<file path="config.mk">
export PLATFORM = sky130hd
export DESIGN_NAME = flash_arbiter_flat
export DESIGN_NICKNAME = d
export VERILOG_FILES = /design/src/rtl/flash_arb_pkg.sv /design/src/rtl/flash_arb_if.sv /design/src/rtl/flash_arb_wdog.sv /design/src/rtl/flash_arbiter.sv /design/src/flat_wrapper.sv
export SDC_FILE = /design/constraint.sdc
export NUM_CORES = 1
export LEC_CHECK = 0
export BUFFER_PORTS_ARGS = -buffer_cell sky130_fd_sc_hd__buf_2
export CAP_MARGIN = 15
export CORE_MARGIN = 10
export CORE_UTILIZATION = 30
export DETAILED_ROUTE_END_ITERATION = 10
export PLACE_DENSITY_LB_ADDON = 0.08
export REMOVE_ABC_BUFFERS = 1
export SETUP_SLACK_MARGIN = 0.2
export SLEW_MARGIN = 20
export SYNTH_ARGS = -nofsm -noshare
export SYNTH_HDL_FRONTEND = slang
export SYNTH_SLANG_ARGS = --single-unit
</file>
<file path="constraint.sdc">
create_clock -name CLK_50MHZ -period 2.5 [get_ports CLK_50MHZ]
set_input_delay 0.5 -clock CLK_50MHZ [delete_from_list [all_inputs] [get_ports CLK_50MHZ]]
set_output_delay 0.5 -clock CLK_50MHZ [all_outputs]
set_load 0.02 [all_outputs]
</file>
<file path="src/rtl/flash_arb_pkg.sv">
// -----------------------------------------------------------------------------
// flash_arb_pkg
// Shared definitions for the flash arbiter slice.
//   arb_state_t            : arbiter FSM state encoding
//   PORT0 / PORT1          : requester port indices (0 = UART manager,
//                            1 = display scanner)
//   DEFAULT_TIMEOUT_CYCLES : default flash wait-state watchdog limit in clocks
// -----------------------------------------------------------------------------
package flash_arb_pkg;

    typedef enum logic [1:0] {
        ST_IDLE  = 2'd0,
        ST_ISSUE = 2'd1,
        ST_WAIT  = 2'd2,
        ST_DONE  = 2'd3
    } arb_state_t;

    localparam logic PORT0 = 1'b0;
    localparam logic PORT1 = 1'b1;

    localparam logic [15:0] DEFAULT_TIMEOUT_CYCLES = 16'd50000;

endpackage

</file>
<file path="src/rtl/flash_arb_if.sv">
// -----------------------------------------------------------------------------
// flash_arb_if
// Bundles the two requester ports and the flash driver handshake.
//   Requesters : REQx, FLOWx (1 = write), ADDRx, WDATAx -> GNTx, DONEx
//   Shared     : RDATA, ERR, BUSY
//   Driver     : FL_ADDR, FL_FLOW, fl_data_out, FL_TRG -> FL_STATUS, fl_data_in
// modport slave  : the arbiter side
// modport master : the environment (requesters + flash driver)
// -----------------------------------------------------------------------------
interface flash_arb_if;

    logic       REQ0;
    logic       REQ1;
    logic       FLOW0;
    logic       FLOW1;
    logic [7:0] ADDR0;
    logic [7:0] ADDR1;
    logic [7:0] WDATA0;
    logic [7:0] WDATA1;
    logic       GNT0;
    logic       GNT1;
    logic       DONE0;
    logic       DONE1;
    logic [7:0] RDATA;
    logic       ERR;
    logic       BUSY;
    logic [7:0] FL_ADDR;
    logic       FL_FLOW;
    logic [7:0] fl_data_out;
    logic       FL_TRG;
    logic       FL_STATUS;
    logic [7:0] fl_data_in;

    modport slave (
        input  REQ0, REQ1, FLOW0, FLOW1, ADDR0, ADDR1, WDATA0, WDATA1,
        input  FL_STATUS, fl_data_in,
        output GNT0, GNT1, DONE0, DONE1, RDATA, ERR, BUSY,
        output FL_ADDR, FL_FLOW, fl_data_out, FL_TRG
    );

    modport master (
        output REQ0, REQ1, FLOW0, FLOW1, ADDR0, ADDR1, WDATA0, WDATA1,
        output FL_STATUS, fl_data_in,
        input  GNT0, GNT1, DONE0, DONE1, RDATA, ERR, BUSY,
        input  FL_ADDR, FL_FLOW, fl_data_out, FL_TRG
    );

endinterface

</file>
<file path="src/rtl/flash_arb_wdog.sv">
// -----------------------------------------------------------------------------
// flash_arb_wdog
// Wait-state watchdog counter for the flash arbiter.
//   clk, rst : clock, synchronous active-low reset
//   clear    : zero the counter (has priority over enable)
//   enable   : count up by one this cycle
//   expired  : counter has reached TIMEOUT_CYCLES-1
// -----------------------------------------------------------------------------
module flash_arb_wdog
    import flash_arb_pkg::*;
#(
    parameter logic [15:0] TIMEOUT_CYCLES = DEFAULT_TIMEOUT_CYCLES
) (
    input  logic clk,
    input  logic rst,
    input  logic clear,
    input  logic enable,
    output logic expired
);

    logic [15:0] count;

    always_ff @(posedge clk) begin
        if (!rst) begin
            count <= '0;
        end else if (clear) begin
            count <= '0;
        end else if (enable) begin
            count <= count + 16'd1;
        end
    end

    assign expired = (count == (TIMEOUT_CYCLES - 16'd1));

endmodule

</file>
<file path="src/rtl/flash_arbiter.sv">
// -----------------------------------------------------------------------------
// flash_arbiter
// Round-robin arbiter giving two requesters (UART manager, display scanner)
// exclusive access to a single flash driver, one transaction at a time.
//   CLK_50MHZ : sole clock, rising edge
//   RST       : synchronous active-low reset
//   bus       : flash_arb_if.slave -- requester ports, shared status and the
//               flash driver handshake
// Parameter TIMEOUT_CYCLES bounds the WAIT state; on expiry the transaction is
// completed with RDATA = 8'hFF and a one-cycle ERR pulse alongside DONEx.
// -----------------------------------------------------------------------------
module flash_arbiter
    import flash_arb_pkg::*;
#(
    parameter logic [15:0] TIMEOUT_CYCLES = DEFAULT_TIMEOUT_CYCLES
) (
    input  logic        CLK_50MHZ,
    input  logic        RST,
    flash_arb_if.slave  bus
);

    arb_state_t state;
    arb_state_t state_n;

    logic       owner;
    logic       last;
    logic       err_flag;
    logic       gnt0;
    logic       gnt1;
    logic [7:0] rdata;
    logic [7:0] fl_addr;
    logic       fl_flow;
    logic [7:0] fl_wdata;

    logic       grant;
    logic       winner;
    logic       capture;
    logic       timeout;
    logic       wd_clear;
    logic       wd_enable;
    logic       wd_expired;

    flash_arb_wdog #(
        .TIMEOUT_CYCLES (TIMEOUT_CYCLES)
    ) u_wdog (
        .clk     (CLK_50MHZ),
        .rst     (RST),
        .clear   (wd_clear),
        .enable  (wd_enable),
        .expired (wd_expired)
    );

    always_ff @(posedge CLK_50MHZ) begin
        if (!RST) begin
            state <= ST_IDLE;
        end else begin
            state <= state_n;
        end
    end

    always_comb begin
        state_n   = state;
        grant     = 1'b0;
        winner    = PORT0;
        capture   = 1'b0;
        timeout   = 1'b0;
        wd_clear  = 1'b0;
        wd_enable = 1'b0;
        case (state)
            ST_IDLE: begin
                if (bus.REQ0 || bus.REQ1) begin
                    grant   = 1'b1;
                    // Under contention the port not served last wins.
                    winner  = (bus.REQ0 && bus.REQ1) ? ~last : bus.REQ1;
                    state_n = ST_ISSUE;
                end
            end
            ST_ISSUE: begin
                wd_clear = 1'b1;
                state_n  = ST_WAIT;
            end
            ST_WAIT: begin
                wd_enable = 1'b1;
                // A driver completion on the final watchdog cycle still counts.
                if (bus.FL_STATUS) begin
                    capture = 1'b1;
                    state_n = ST_DONE;
                end else if (wd_expired) begin
                    timeout = 1'b1;
                    state_n = ST_DONE;
                end
            end
            ST_DONE: begin
                state_n = ST_IDLE;
            end
            default: begin
                state_n = ST_IDLE;
            end
        endcase
    end

    always_ff @(posedge CLK_50MHZ) begin
        if (!RST) begin
            owner    <= PORT0;
            last     <= PORT1;
            err_flag <= 1'b0;
            gnt0     <= 1'b0;
            gnt1     <= 1'b0;
            rdata    <= '0;
            fl_addr  <= '0;
            fl_flow  <= 1'b0;
            fl_wdata <= '0;
        end else begin
            if (grant) begin
                owner    <= winner;
                last     <= winner;
                err_flag <= 1'b0;
                gnt0     <= (winner == PORT0);
                gnt1     <= (winner == PORT1);
                fl_addr  <= (winner == PORT1) ? bus.ADDR1  : bus.ADDR0;
                fl_flow  <= (winner == PORT1) ? bus.FLOW1  : bus.FLOW0;
                fl_wdata <= (winner == PORT1) ? bus.WDATA1 : bus.WDATA0;
            end
            if (capture && !fl_flow) begin
                rdata <= bus.fl_data_in;
            end
            if (timeout) begin
                rdata    <= 8'hFF;
                err_flag <= 1'b1;
            end
            if (state == ST_DONE) begin
                gnt0 <= 1'b0;
                gnt1 <= 1'b0;
            end
        end
    end

    assign bus.GNT0        = gnt0;
    assign bus.GNT1        = gnt1;
    assign bus.DONE0       = (state == ST_DONE) && (owner == PORT0);
    assign bus.DONE1       = (state == ST_DONE) && (owner == PORT1);
    assign bus.ERR         = (state == ST_DONE) && err_flag;
    assign bus.RDATA       = rdata;
    assign bus.BUSY        = (state != ST_IDLE);
    assign bus.FL_ADDR     = fl_addr;
    assign bus.FL_FLOW     = fl_flow;
    assign bus.fl_data_out = fl_wdata;
    assign bus.FL_TRG      = (state == ST_ISSUE);

endmodule

</file>
<file path="src/flat_wrapper.sv">
// flat-port wrapper written by rule: the top's interface ports become plain ports
module flash_arbiter_flat import flash_arb_pkg::*;
#(
    parameter logic [15:0] TIMEOUT_CYCLES = DEFAULT_TIMEOUT_CYCLES
)
  (CLK_50MHZ, RST, bus_REQ0, bus_REQ1, bus_FLOW0, bus_FLOW1, bus_ADDR0, bus_ADDR1, bus_WDATA0, bus_WDATA1, bus_FL_STATUS, bus_fl_data_in, bus_GNT0, bus_GNT1, bus_DONE0, bus_DONE1, bus_RDATA, bus_ERR, bus_BUSY, bus_FL_ADDR, bus_FL_FLOW, bus_fl_data_out, bus_FL_TRG);
  flash_arb_if bus_i ();
  input  logic CLK_50MHZ;
  input  logic RST;
  input wire logic [$bits(bus_i.REQ0)-1:0] bus_REQ0;
  input wire logic [$bits(bus_i.REQ1)-1:0] bus_REQ1;
  input wire logic [$bits(bus_i.FLOW0)-1:0] bus_FLOW0;
  input wire logic [$bits(bus_i.FLOW1)-1:0] bus_FLOW1;
  input wire logic [$bits(bus_i.ADDR0)-1:0] bus_ADDR0;
  input wire logic [$bits(bus_i.ADDR1)-1:0] bus_ADDR1;
  input wire logic [$bits(bus_i.WDATA0)-1:0] bus_WDATA0;
  input wire logic [$bits(bus_i.WDATA1)-1:0] bus_WDATA1;
  input wire logic [$bits(bus_i.FL_STATUS)-1:0] bus_FL_STATUS;
  input wire logic [$bits(bus_i.fl_data_in)-1:0] bus_fl_data_in;
  output wire logic [$bits(bus_i.GNT0)-1:0] bus_GNT0;
  output wire logic [$bits(bus_i.GNT1)-1:0] bus_GNT1;
  output wire logic [$bits(bus_i.DONE0)-1:0] bus_DONE0;
  output wire logic [$bits(bus_i.DONE1)-1:0] bus_DONE1;
  output wire logic [$bits(bus_i.RDATA)-1:0] bus_RDATA;
  output wire logic [$bits(bus_i.ERR)-1:0] bus_ERR;
  output wire logic [$bits(bus_i.BUSY)-1:0] bus_BUSY;
  output wire logic [$bits(bus_i.FL_ADDR)-1:0] bus_FL_ADDR;
  output wire logic [$bits(bus_i.FL_FLOW)-1:0] bus_FL_FLOW;
  output wire logic [$bits(bus_i.fl_data_out)-1:0] bus_fl_data_out;
  output wire logic [$bits(bus_i.FL_TRG)-1:0] bus_FL_TRG;
  assign bus_i.REQ0 = bus_REQ0;
  assign bus_i.REQ1 = bus_REQ1;
  assign bus_i.FLOW0 = bus_FLOW0;
  assign bus_i.FLOW1 = bus_FLOW1;
  assign bus_i.ADDR0 = bus_ADDR0;
  assign bus_i.ADDR1 = bus_ADDR1;
  assign bus_i.WDATA0 = bus_WDATA0;
  assign bus_i.WDATA1 = bus_WDATA1;
  assign bus_i.FL_STATUS = bus_FL_STATUS;
  assign bus_i.fl_data_in = bus_fl_data_in;
  assign bus_GNT0 = bus_i.GNT0;
  assign bus_GNT1 = bus_i.GNT1;
  assign bus_DONE0 = bus_i.DONE0;
  assign bus_DONE1 = bus_i.DONE1;
  assign bus_RDATA = bus_i.RDATA;
  assign bus_ERR = bus_i.ERR;
  assign bus_BUSY = bus_i.BUSY;
  assign bus_FL_ADDR = bus_i.FL_ADDR;
  assign bus_FL_FLOW = bus_i.FL_FLOW;
  assign bus_fl_data_out = bus_i.fl_data_out;
  assign bus_FL_TRG = bus_i.FL_TRG;
  flash_arbiter #(.TIMEOUT_CYCLES(TIMEOUT_CYCLES)) u_core (.CLK_50MHZ(CLK_50MHZ), .RST(RST), .bus(bus_i));
endmodule
</file>
Yosys cells after proc, flatten, opt, wreduce, memory -nomap -nowiden
Cells that the tools add are included.
{ "word_totals": {"output_inout_bits": 32, "inputBits": 47, "regBits": 48, "wordCells": 59} }
{ "classes": {"n_addsub": 1, "bitwise_logic": 4, "n_eq_ne": 6, "mux": 23, "reduce_logical": 14} }
{ "ops": {"columns": ["cell", "count"], "rows": [
  ["$mux W8", 4],
  ["$add A16 B1 Y16 const B", 1],
  ["$eq A16 B16 Y1 const B", 1],
  ["$mux W1", 15],
  ["$pmux W2 S4", 1],
  ["$mux W2", 3],
  ["$reduce_bool A2 Y1", 3],
  ["$logic_and A1 B1 Y1", 5],
  ["$eq A2 B2 Y1 const B", 2],
  ["$not A1 Y1", 4],
  ["$reduce_or A2 Y1", 2],
  ["$ne A3 B3 Y1 const B", 1],
  ["$eq A2 B1 Y1 const B", 1],
  ["$logic_not A2 Y1", 1],
  ["$ne A2 B1 Y1 const B", 1],
  ["$reduce_and A2 Y1", 1],
  ["$logic_not A1 Y1", 1],
  ["$logic_or A1 B1 Y1", 1]
]} }

Longest topological paths before layout
{ "depth": {"word_depth": 5, "depth_mapped": 7, "depth_no_buf": 6} }

Modules after synthesis
From an unflattened synthesis, not the netlist that was laid out.
{ "hier_totals": {"hier_cells": 224, "hier_area_um2": 2170.8} }
{ "modules_own_cells": {"columns": ["module", "instances", "area_each_um2", "cells_each"], "rows": [
  ["flash_arbiter", 1, 1381.3, 132],
  ["flash_arb_wdog", 1, 789.5, 92]
]} }

Worst setup path before layout
Ideal clock, no wire load.
{ "synth_path": {"path_kind": "reg2reg", "from": "register u_core.state[0]", "to": "register u_core.u_wdog.count[15]", "setup_slack_ps": 575, "setup_ps": 70, "synth_period_minus_slack_ps": 1925, "path_stages_with_launch": 8, "arrival_ps": 1855, "path_cell_list": "dfxtp_1 inv_1 ha_1 buf_6 nand4_4 or4_4 or3_1 a21oi_1"} }
{ "synth_between": {"elab_chain_cells": 3, "word_cells_on_any_way": 5, "classes_between": "eq/ne (2); mux (2); reduce/logical (1)"} }
{ "synth_rtl": {"columns": ["item", "line", "text"], "rows": [
  ["from (decl)", "flash_arbiter.sv:22", "arb_state_t state;"],
  ["from (signal assigned)", "flash_arbiter.sv:57", "state <= state_n;"],
  ["$eq A2 B1 Y1", "flash_arbiter.sv:69", "case (state)"],
  ["$mux W1", "flash_arbiter.sv:69", null],
  ["$reduce_or A2 Y1 (no line)", null, null],
  ["to (signal assigned)", "flash_arb_wdog.sv:29", "count <= count + 16'd1;"],
  ["to (decl)", "flash_arb_wdog.sv:21", "logic [15:0] count;"]
]} }
Several ways; a longest one is shown, not always the timed one.
A chain may end at the register's enable or synchronous reset.

Final worst setup path
Same ends and word-level chain as after synthesis.

==> metrics.md <==
| Metric | Value |
|---|---|
| Status | finished clean |
| Setup tns final | 0 ns |
| Synthesized area | 2120 um^2 |
| Pleak | 1.183 nW |
| Yosys warnings | 0 |
| I/O Buffers | a little under 80 |
| Slew Viols, Final | 0 |
| Reg2reg setup slack | ~0.5 ns |
| DRC violations left | 0 |
| Via count | 1932 |
| Final setup fails | 0 |
| Post-CTS Hold Buffers | 0 |
| Maximum vdd ir drop | about 0.56 mV |
| Total Routing Usage GR | 11.10% |
| Worst Setup Start Kind | register |
| Dpl ws | 0.4589 ns |
| # rows | 30 |
| Clock root buffer | clkbuf_8 |
| Final cell count without fillers | 409 |
| Clock Tree Buf Depth | 2 |
| Vias per cell | 4.724 |
| Number of flops mapped to enable cells by yosys | 0 |
| FMAX | around 0.5 GHz |
| Fin crit share | 80.28% |
| Worst slew pin tran | 0.6500 ns |
| Die ar. | 10830 um^2 |
| H-tree depth reported by CTS | 2 |
| Sequential fraction of the synthesis area | 45.34% |
| PwrDens | ~870 nW/um^2 |
| Nets | 365 |
| Total wire length | 6117 um |
| Power Internal | 1.487 mW |
| Max-Cap Viols | 0 |
| Synth Instances | roughly 240 |
| Synth Flop Type | dfxtp_1 |
| CORE AREA | 6832 um^2 |
| Top Ports | 79 |
| Global route overflow | 0 |
| Cell with the most instances after synthesis | dfxtp_1 |
| Placed cells | 401 |
| Clk Latency, worst-skew pair | 0.31 ns |
| Initial core utilization | 31.03% |
| Iteration-0 DRC Markers | 94 |
| Sw frac | a little under two fifths |
| Reg clk slew, reported paths | approximately 0.080 ns |
| Clock sinks | 48 |
| Combinational power share | around 36% |
| Number of setup buffers added after CTS | 0 |
| Worst Path Required | 2.73 ns |
| Total CTS buffers | 5 |
| Worst Skew | roughly 0.013 ns |
| Seq pwr share | 40.1% |
| Final Hold Vio Count | 0 |
| Antenna diodes | 0 |
| Largest net degree at the start of global routing | 29 |
| Crit end category | register |
| Post-route ant nets | 0 |
| Arr. time, crit path | 2.23 ns |
| Setup slack after layout | 0.4930 ns |
| CTS tree | yes |
| Post-synth ARST share | 0% |
| Kind of critical path | register to register |
| Initial antenna violation count | 0 |
| Share of cells above drive strength 1 | 32.59% |
| Final Wtd Congestion | 0.7103 |
| Share of the synthesized area in the top cell type | 45.34% |
| Die Ht | 104.1 um |
| Yosys reg bits | 48 |
| Dominant cell type by area after synthesis | dfxtp_1 |
| Crit path time final | 2.007 ns |
| Drt pass-1 iters | 4 |
| Die width | 104.1 um |
| Post-Syn Area per Cell | 8.981 um^2 |
| Post-cts resize count | 0 |
| Switching power | ~0.87 mW |
| Unrepaired setup endpoints after global routing | no |
| HP Class | input port to register |
| First-pass GRT wire length | approximately 10000 um |
| Relative slew slack | a little under three fifths |
| Clock Power Share | 24.0% |
| Post-synth cell types | 38 |
| Vias in the first global route | 1916 |
| Crit-path max FO | 10 |
| Top post-synthesis cells by count | 48 x dfxtp_1, 35 x a21oi_1, 24 x nand2_1 |
| Largest cells by area after synthesis | dfxtp_1 45%, a21oi_1 8.3%, o221ai_1 7.0% |
| Layout area overhead | 28.10% |
| Post-DP HPWL | roughly 4600 um |
| DR WL/cell | 14.96 um |
[routing by layer]
layer / wire length (um) / up-vias / GRT usage, %
li1: - / 1008 / -
met1: 2933 / 866 / 14.27
met2: 2742 / 52 / 16.85
met3: 359 / 6 / 3.532
met4: 81 / 0 / 4.175
met5: 0 / - / 0
[flip-flops by register name (all words and copies together), names as in the netlist]
register	flops
u_core.bus.RDATA	8
u_core.bus.FL_ADDR	8
u_core.bus.GNT0	1
u_core.owner	1
u_core.bus.fl_data_out	8
u_core.bus.FL_FLOW	1
u_core.u_wdog.count	16
u_core.err_flag	1
u_core.last	1
u_core.state	2
u_core.bus.GNT1	1
[worst max-delay path: stages, from the launching register on]
cell and delay [ns]:
dfxtp_1 0.34, inv_1 0.12, ha_1 0.23, nand4_4 0.18
or4_4 0.58, or3_1 0.36, a21oi_1 0.13
[placed cells by master (no fill, tap or decap), types with 2 or more instances in the layout]
master and count:
buf_2 78, nand2_1 24, clkbuf_8 5, buf_4 5, or3_1 2, inv_1 5, mux2i_1 9, xnor2_1 5
dfxtp_1 48, nor2_1 18, and2_1 3, o221ai_1 17, or3_2 2, ha_1 6, a21oi_1 35, o21ai_0 7
xor2_1 4, nor4_1 2, nand4_1 6, nand2b_1 3, nand3_1 2, nor2b_1 2, nor3_1 6
[logic make-up (layout without fill, tap and decap cells)]
kind of cell / Yosys count / in the layout / share of synthesized area (%)
and+or+nand+nor: 79 / 79 / 19.60
AOI/OAI and AO/OA: 64 / 64 / 18.95
DFF: 48 / 48 / 45.34
buffers and inverters: 20 / 97 / 4.073
muxes: 10 / 10 / 4.782
xor gates and xnor gates: 9 / 9 / 3.719
adders and majority gates: 6 / 6 / 3.542
[stage by stage]
stage               util [%]  hold slack (ns)  total power [mW]  instance area (um^2)
floorplan                  -           0.4317             1.492                  2056
global placement       38.11           0.4380             1.823                  2604
detailed placement     38.11           0.4402             1.820                  2604
CTS                    39.74           0.4468             2.390                  2715
global route           39.74           0.4697             2.507                  2715
finish                 39.74           0.4489             2.354                  2715
[power by group through the flow]
stage               registers, mW  logic [mW]  clock network [mW]
floorplan                    1.07       0.426                   0
global placement            0.966       0.858                   0
detailed placement          0.964       0.856                   0
CTS                         0.947       0.858               0.585
global route                0.964       0.939               0.605
finish                      0.945       0.844               0.566
[final timing paths]
kind,depth (start not counted),start,endpoint
worst max-delay path,6,u_core.state[0],u_core.u_wdog.count[15]
worst max register to register,6,u_core.state[0],u_core.u_wdog.count[15]
worst min-delay path,2,RST,u_core.last
worst min register to register,2,u_core.err_flag,u_core.err_flag
[final cells by class]
type / count / area (um^2)
well taps: 96 / 120.1
multi-input cells: 168 / 1072
inverters: 6 / 22.52
flip-flops and latches: 48 / 960.9
fillers: 735 / 4116
clock inverters: 3 / 42.54
repair buffers: 83 / 427.9
clock buffers: 5 / 68.82
Note: power is estimated with default switching activity, not from simulation.
